$ cat src/rtl/data_stream_rr_arbiter.sv
// Round-robin arbiter sharing one valid/ready stream among NUM_REQ masters.
// Grants are held for up to MAX_BURST beats; the output is a single register slice.
module data_stream_rr_arbiter #(
    parameter int unsigned NUM_REQ    = 4,
    parameter int unsigned DATA_WIDTH = 32,
    parameter int unsigned MAX_BURST  = 8
) (
    input  logic                               clk,
    input  logic                               rst,
    input  logic [NUM_REQ*DATA_WIDTH-1:0]      s_data,
    input  logic [NUM_REQ*(DATA_WIDTH/8)-1:0]  s_strb,
    input  logic [NUM_REQ-1:0]                 s_valid,
    output logic [NUM_REQ-1:0]                 s_ready,
    output logic [DATA_WIDTH-1:0]              m_data,
    output logic [DATA_WIDTH/8-1:0]            m_strb,
    output logic                               m_valid,
    input  logic                               m_ready,
    output logic [NUM_REQ-1:0]                 grant
);
    localparam int unsigned STRB_WIDTH = DATA_WIDTH / 8;
    localparam int unsigned IdxW       = $clog2(NUM_REQ);
    localparam int unsigned CntW       = $clog2(MAX_BURST) + 1;

    typedef enum logic [0:0] {StIdle, StBurst} state_e;

    state_e                  state_q, state_d;
    logic [NUM_REQ-1:0]      grant_q, grant_d;
    logic [IdxW-1:0]         last_idx_q, last_idx_d;
    logic [CntW-1:0]         beat_cnt_q, beat_cnt_d;
    logic [DATA_WIDTH-1:0]   m_data_q, m_data_d;
    logic [STRB_WIDTH-1:0]   m_strb_q, m_strb_d;
    logic                    m_valid_q, m_valid_d;

    logic                    stage_free;
    logic [IdxW-1:0]         win_idx;
    logic                    found;
    int unsigned             cand;

    assign stage_free = !m_valid_q || m_ready;

    // First requesting index after the last winner, wrapping at NUM_REQ.
    always_comb begin
        win_idx = last_idx_q;
        found   = 1'b0;
        cand    = 0;
        for (int unsigned k = 1; k <= NUM_REQ; k++) begin
            cand = (last_idx_q + k) % NUM_REQ;
            if (!found && s_valid[cand[IdxW-1:0]]) begin
                found   = 1'b1;
                win_idx = cand[IdxW-1:0];
            end
        end
    end

    always_comb begin
        state_d    = state_q;
        grant_d    = grant_q;
        last_idx_d = last_idx_q;
        beat_cnt_d = beat_cnt_q;
        m_data_d   = m_data_q;
        m_strb_d   = m_strb_q;
        m_valid_d  = m_valid_q;

        if (m_valid_q && m_ready) begin
            m_valid_d = 1'b0;
        end

        unique case (state_q)
            StIdle: begin
                if (|s_valid) begin
                    state_d    = StBurst;
                    grant_d    = {{(NUM_REQ-1){1'b0}}, 1'b1} << win_idx;
                    last_idx_d = win_idx;
                    beat_cnt_d = '0;
                end
            end
            StBurst: begin
                // Under backpressure the grant is held regardless of s_valid.
                if (stage_free) begin
                    if (s_valid[last_idx_q]) begin
                        m_data_d   = s_data[last_idx_q*DATA_WIDTH +: DATA_WIDTH];
                        m_strb_d   = s_strb[last_idx_q*STRB_WIDTH +: STRB_WIDTH];
                        m_valid_d  = 1'b1;
                        beat_cnt_d = beat_cnt_q + CntW'(1);
                        if (beat_cnt_q == CntW'(MAX_BURST - 1)) begin
                            state_d = StIdle;
                            grant_d = '0;
                        end
                    end else begin
                        state_d = StIdle;
                        grant_d = '0;
                    end
                end
            end
            default: begin
                state_d = StIdle;
                grant_d = '0;
            end
        endcase
    end

    always_ff @(posedge clk or posedge rst) begin
        if (rst) begin
            state_q    <= StIdle;
            grant_q    <= '0;
            last_idx_q <= IdxW'(NUM_REQ - 1);
            beat_cnt_q <= '0;
            m_data_q   <= '0;
            m_strb_q   <= '0;
            m_valid_q  <= 1'b0;
        end else begin
            state_q    <= state_d;
            grant_q    <= grant_d;
            last_idx_q <= last_idx_d;
            beat_cnt_q <= beat_cnt_d;
            m_data_q   <= m_data_d;
            m_strb_q   <= m_strb_d;
            m_valid_q  <= m_valid_d;
        end
    end

    assign s_ready = (state_q == StBurst && stage_free) ? grant_q : '0;
    assign grant   = grant_q;
    assign m_data  = m_data_q;
    assign m_strb  = m_strb_q;
    assign m_valid = m_valid_q;

endmodule

$ cat config.mk
export PLATFORM = sky130hd
export DESIGN_NAME = data_stream_rr_arbiter
export DESIGN_NICKNAME = d
export VERILOG_FILES = /design/src/rtl/data_stream_rr_arbiter.sv
export SDC_FILE = /design/constraint.sdc
export NUM_CORES = 1
export LEC_CHECK = 0
export CORE_ASPECT_RATIO = 1.75
export CORE_MARGIN = 2
export CORE_UTILIZATION = 39
export CTS_BUF_LIST = sky130_fd_sc_hd__clkbuf_8 sky130_fd_sc_hd__clkbuf_16
export DETAILED_ROUTE_END_ITERATION = 10
export GPL_ROUTABILITY_DRIVEN = 0
export GPL_TIMING_DRIVEN = 0
export PLACE_DENSITY = 0.87
export SLEW_MARGIN = 20
export SYNTH_ARGS = -nofsm -noshare
export SYNTH_HDL_FRONTEND = slang
export SYNTH_SLANG_ARGS = --single-unit
export TNS_END_PERCENT = 5
$ cat constraint.sdc
create_clock -name clk -period 3.3 [get_ports clk]
set_input_delay 0.66 -clock clk [delete_from_list [all_inputs] [get_ports clk]]
set_output_delay 0.66 -clock clk [all_outputs]
set_load 0.01 [all_outputs]
==> results.sh <==
export IMPL_r2r_start="last_idx_q[1]"
export IMPL_fill_cells=516
export IMPL_htree_num_levels=2
export IMPL_peakVddDrop_mv=0.480
export IMPL_dieArea_sq_um=8160
export IMPL_hold_path_class="register to register"
export IMPL_via_per_inst=5.40
export IMPL_io_buffer_count=195
export IMPL_cts_repair_resize_count=0
export IMPL_total_power_uw=4140
export IMPL_cts_hold_buf=0
export IMPL_area_delta_synth_final_pct=78.1
export IMPL_antenna_found_initial=0
export IMPL_grt_max_degree=27
export IMPL_leakagePower_uw=0.00203
export IMPL_clock_sinks=48
export IMPL_cts_tree="built"
export IMPL_cts_clk_slew_worst_paths_ns=0.06
export IMPL_status="finished, final reports clean"
export IMPL_worstPathRequired_ns=2.64
export IMPL_wl_met1_mm=3.11
export IMPL_detailed_place_hpwl_mm=7.91
export IMPL_fin_nets=549
export IMPL_min_from="m_data[12]"
export IMPL_setup_viol=0
export IMPL_mostFrequentLayoutCells="195 x clkdlybuf4s50_1, 46 x dfrtp_1, 37 x mux4_2, 36 x mux2_2, 8 x nand2_1"
export IMPL_cts_buffer_depth=2
export IMPL_postRouteAntennaNets=0
export IMPL_post_route_period_util_pct=84.7
export IMPL_worst_pin_slew_ns=0.608
export IMPL_core_area_sq_um=7230
export IMPL_cellPowerDensity_nw_per_um2=801
export IMPL_numPlacedInstances=476
export IMPL_initial_core_util_pct=40.1
export IMPL_wl_met3_microns=545
export IMPL_max_slew_margin_rel_pct=59.5
export IMPL_num_antenna_cells=0
export IMPL_yosysSeqAreaShare_pct=41.5
export IMPL_io_pins=196
export IMPL_fin_skew_ns=0.00587
export IMPL_grt_pass1_vias=2918
export IMPL_synth_cells=194
export IMPL_synth_area_leaders="dfrtp_1 40%, mux4_2 29%, mux2_2 14%, dfstp_2 1.8%, buf_6 1.6%"
export IMPL_final_common_cell="clkdlybuf4s50_1"
export IMPL_synth_largest_area_cell="dfrtp_1"
export IMPL_grt_first_pass_wirelength_mm=15.4
export IMPL_synth_net_count=346
export IMPL_post_route_drc_count=0
export IMPL_ys_types=32
export IMPL_min_to="m_data[12]"
export IMPL_hold_viol=0
export IMPL_setup_worst_path_start_class="primary input"
export IMPL_wl_mm=9.55
export IMPL_yosys_warnings=0
export IMPL_whs_path_depth=1
export IMPL_wl_per_cell_microns=19.7
export IMPL_numCtsBuffers=5
export IMPL_ys_ff_latch=48
export IMPL_drv_cap=0
export IMPL_tns_ns=0
export IMPL_maxSlewViolCount=0
export IMPL_fin_crit_ns=2.80
export IMPL_firstDrtPassIters=4
export IMPL_netlist_area_sq_um=2900
export IMPL_wl_met2_mm=5.57
export IMPL_worstPathArrival_ns=2.14
export IMPL_ff2ff_path_depth=5
export IMPL_critPathMaxFanout=6
export IMPL_routed_via_count=2613
export IMPL_synth_top_cell_area_share_pct=39.7
export IMPL_rsz0062_at_grt="false"
export IMPL_syn_area_per_cell_sq_um=14.9
export IMPL_overflow=0
export IMPL_cts_root_buffer_cell="clkbuf_16"
export IMPL_drt_iter0_markers=138
export IMPL_max_freq_mhz=358
export IMPL_holdWs_ns=0.503
export IMPL_top_layer="met4"
export IMPL_rrSetupSlack_ns=1.21
export IMPL_clock_latency_ns=0.29
export IMPL_die_width_microns=69.2
export IMPL_cts_setup_buffers=0
export IMPL_stdcell_count=484
export IMPL_rows=41
export IMPL_grtUsageTotal_pct=24.5
export IMPL_rr_endpoint="m_data[29]"
export IMPL_layout_drive_gt1_share_pct=25.1
export IMPL_dieHeight_microns=118
export IMPL_crit_path_end_kind="output port"
export IMPL_critical_path_class="primary input to output port"
-- routing by layer --
layer / vias to the layer above / track usage, %
li1: 1169 / -
met1: 1310 / 25.0
met2: 111 / 46.2
met3: 23 / 5.82
met4: 0 / 10.2
met5: - / 0
-- cell usage after synthesis --
library cell,n
nor4_1,1
nor2_1,3
buf_6,4
nor3_1,1
ha_1,1
clkbuf_1,6
nand2b_1,4
nand2_1,8
a31o_2,1
a221oi_1,1
mux2_2,36
nand3b_1,1
nand3_4,1
o21ai_0,5
and3_1,4
a221oi_2,1
or2_2,2
buf_2,4
o211ai_1,2
nand3_1,4
a21o_1,1
o211a_1,1
o2bb2ai_1,2
a21oi_1,4
a22o_1,2
dfrtp_1,46
inv_1,5
or4_1,1
dfstp_2,2
buf_4,2
o32ai_1,1
mux4_2,37
-- sequential cells by signal (all words and copies together), names as in the netlist --
register	count
last_idx_q	2
beat_cnt_q	4
grant	4
m_valid	1
m_strb	4
m_data	32
state_q	1
-- power breakdown --
group	total, uW	internal, uW	switching [uW]
logic	2470	1490	982
clock network	611	399	212
registers	1060	898	159
-- area by class of cell --
| class | count | area [sq um] | area share, % |
|---|---|---|---|
| Multi-Input combinational cell | 125 | 1570 | 30.5 |
| Clock buffer | 7 | 153 | 2.96 |
| Timing Repair Buffer | 196 | 1970 | 38.2 |
| Inverter | 5 | 18.8 | 0.364 |
| Clock inverter | 1 | 30.0 | 0.582 |
| Buffer | 16 | 103 | 1.99 |
| Tap cell | 86 | 108 | 2.09 |
| Sequential cell | 48 | 1200 | 23.3 |
-- cell families after synthesis --
| logic type | synth area share (%) |
|---|---|
| AO/OA/AOI/OAI | 5.31 |
| adder cells (fa/ha/maj) | 0.432 |
| buffers and inverters | 4.19 |
| flip-flops | 41.5 |
| multiplexers | 42.7 |
| AND/OR/NAND/NOR | 5.79 |
-- stage by stage --
step                      worst slack (ns)  util, %  instance area [sq um]
after global routing                 0.418     71.3                   5160
after floorplan                       1.36        -                   2900
after detailed placement             0.506     68.8                   4980
after CTS                            0.505     71.3                   5160
final                                0.504     71.3                   5160
after global placement               0.532     68.5                   4960
-- how the worst max path moves through the flow --
stage               slack, ns  cells after the start       start          to
floorplan                1.36                      4  s_valid[3]  m_data[28]
global placement         0.53                      2         rst  m_data[29]
detailed placement       0.51                      4     m_ready  s_ready[3]
CTS                      0.51                      4     m_ready  s_ready[3]
global route             0.42                      4     m_ready  s_ready[3]
finish                   0.50                      4     m_ready  s_ready[3]
-- critical path, stage by stage --
cell and delay, ns:
clkdlybuf4s50_1 0.47, nand2b_1 0.26, and3_1 0.20, clkdlybuf4s50_1 0.55
(Power assumes the default switching activity.)
==> variant (config.mk and constraints unchanged) <==
Change the parameter `DATA_WIDTH` from 32 to 40.
--- a/src/rtl/data_stream_rr_arbiter.sv
+++ b/src/rtl/data_stream_rr_arbiter.sv
@@ -2,7 +2,7 @@
 // Grants are held for up to MAX_BURST beats; the output is a single register slice.
 module data_stream_rr_arbiter #(
     parameter int unsigned NUM_REQ    = 4,
-    parameter int unsigned DATA_WIDTH = 32,
+    parameter int unsigned DATA_WIDTH = 40,
     parameter int unsigned MAX_BURST  = 8
 ) (
     input  logic                               clk,
Interface: changed (resized m_data, m_strb, s_data and s_strb); port bits go from 196 to 241. The function was not compared with the original's and may differ.
==> variant against the original RTL <==
  * Sequential cell count is 9 higher
  * Worst hold slack worse by 0.0044 ns
  * Final cell count is 23% higher
  * Sequential power is 17% higher
  * Count of clock-buffer cells in the layout is 3 higher
  * Design area is 21% higher
  * Total power is 20% higher
  * Setup slack worse by 0.22 ns
  * Register-to-register slack worse by 0.29 ns
  * Wire length is 20% higher
  * Area after synthesis is 18% higher
  * Critical endpoint is now s_ready[0]
  * Highest routed layer unchanged
==> variant: results <==
[global_routing]
grt_pass1_wl_um = 17400
grt_max_degree = 58
gr-usage-all-layers = 0.249
grt_pass1_vias = 3545
met2_usage = 0.448
use_met3 = 0.0582
grt_use_met1 = 0.258

[placement]
hpwl_um = 9360
io_buffers = 240
dp.cells = 584
place_ws_ns = 0.329

[clocking]
htree_levels = 3
clk_latency_ns = 0.33
clkTransAtPathRegs_ns = 0.05
cts_setup_buffers = 0
cts_buffers = 9

[finish]
drive_gt1_frac = 0.242
nets = 666
largest_reg_flops = 40

[power]
leakage_uw = 0.00241
cellInternalPower_uw = 3320
seq-power_uw = 1240
p_comb_frac = 0.589
vdd_drop_max_mv = 0.427

[setup_path]
cp_max_fo = 10
worstPathArrival_ns = 2.35
reg2regPathDepth = 4

[drt]
via_per_inst = 5.32
dr_wl_met3_um = 950
first_iter_violations = 145
drt-total-wl_um = 11400
wl_met2_um = 6210
routedWlPerCell_um = 19.1
dr.pass1.iters = 6
wl_met1_um = 3860

[synth]
seq_area_frac_synth = 0.418
synthTopCellsByCount = "dfrtp_1 (55), mux4_2 (46), mux2_2 (45), nand2_1 (12), clkbuf_1 (10)"
synthTopCellsByArea = "dfrtp_1 (40%), mux4_2 (30%), mux2_2 (15%)"
syn_nets = 415
syn_area_per_cell_um2 = 15.0

[run_status]
status = "finished, final reports clean"

[timing]
final.setup_skew_ns = 0.00432
slew_headroom = 0.406
[variant: cell types whose count changed in the layout (fill, tap and decap cells not counted), moves of 3 or more]
cell             unedited run  this run
buf_6                       4         1
o32ai_1                     1         4
clkbuf_16                   5         9
nand2_1                     8        12
dfrtp_1                    46        55
mux4_2                     37        46
clkdlybuf4s50_1           195       240
clkbuf_1                    6        10
mux2_2                     36        45
[variant: cell families after synthesis]
logic type / after synthesis / share of synthesized area
compound gates: 16 / 0.0319
fa+ha+maj: 1 / 0.00366
buf+inv: 25 / 0.0359
flops: 57 / 0.418
mux: 92 / 0.455
simple gates: 36 / 0.0557
[variant: stage by stage]
| step | power (uW) | cell area [um^2] | hold slack, ns |
|---|---|---|---|
| 3_5_place_dp | 4200 | 5970 | 0.492 |
| 5_1_grt | 5250 | 6220 | 0.514 |
| 4_1_cts | 5020 | 6220 | 0.502 |
| 2_1_floorplan | 2960 | 3420 | 0.479 |
| 6_report | 4950 | 6220 | 0.499 |
| 3_3_place_gp | 4110 | 5960 | 0.487 |
[variant: final timing paths]
path / to / slack [ns] / from
min in group asynchronous: m_data[4] / 0.81 / rst
worst max-delay path: s_ready[0] / 0.29 / m_ready
worst max register to register: m_data[14] / 0.92 / last_idx_q[0]
worst min-delay path: m_data[37] / 0.50 / m_data[37]
max in group asynchronous: m_data[36] / 2.03 / rst
worst min register to register: m_data[37] / 0.50 / m_data[37]
[variant: worst max-delay path, cell delays in order]
cell and delay, ns:
clkdlybuf4s50_1 0.45, nand2b_1 0.15, clkbuf_1 0.32, and3_1 0.22, clkdlybuf4s50_1 0.55
[variant: area by class of cell]
class,count,area (um^2)
multi-input combinational,145,1860
fill,619,2400
inverter,4,17.5
tap,117,146
buffer,21,108
sequential,57,1430
clock inverter,3,12.5
clock buffer,10,239
timing repair buffer,240,2400
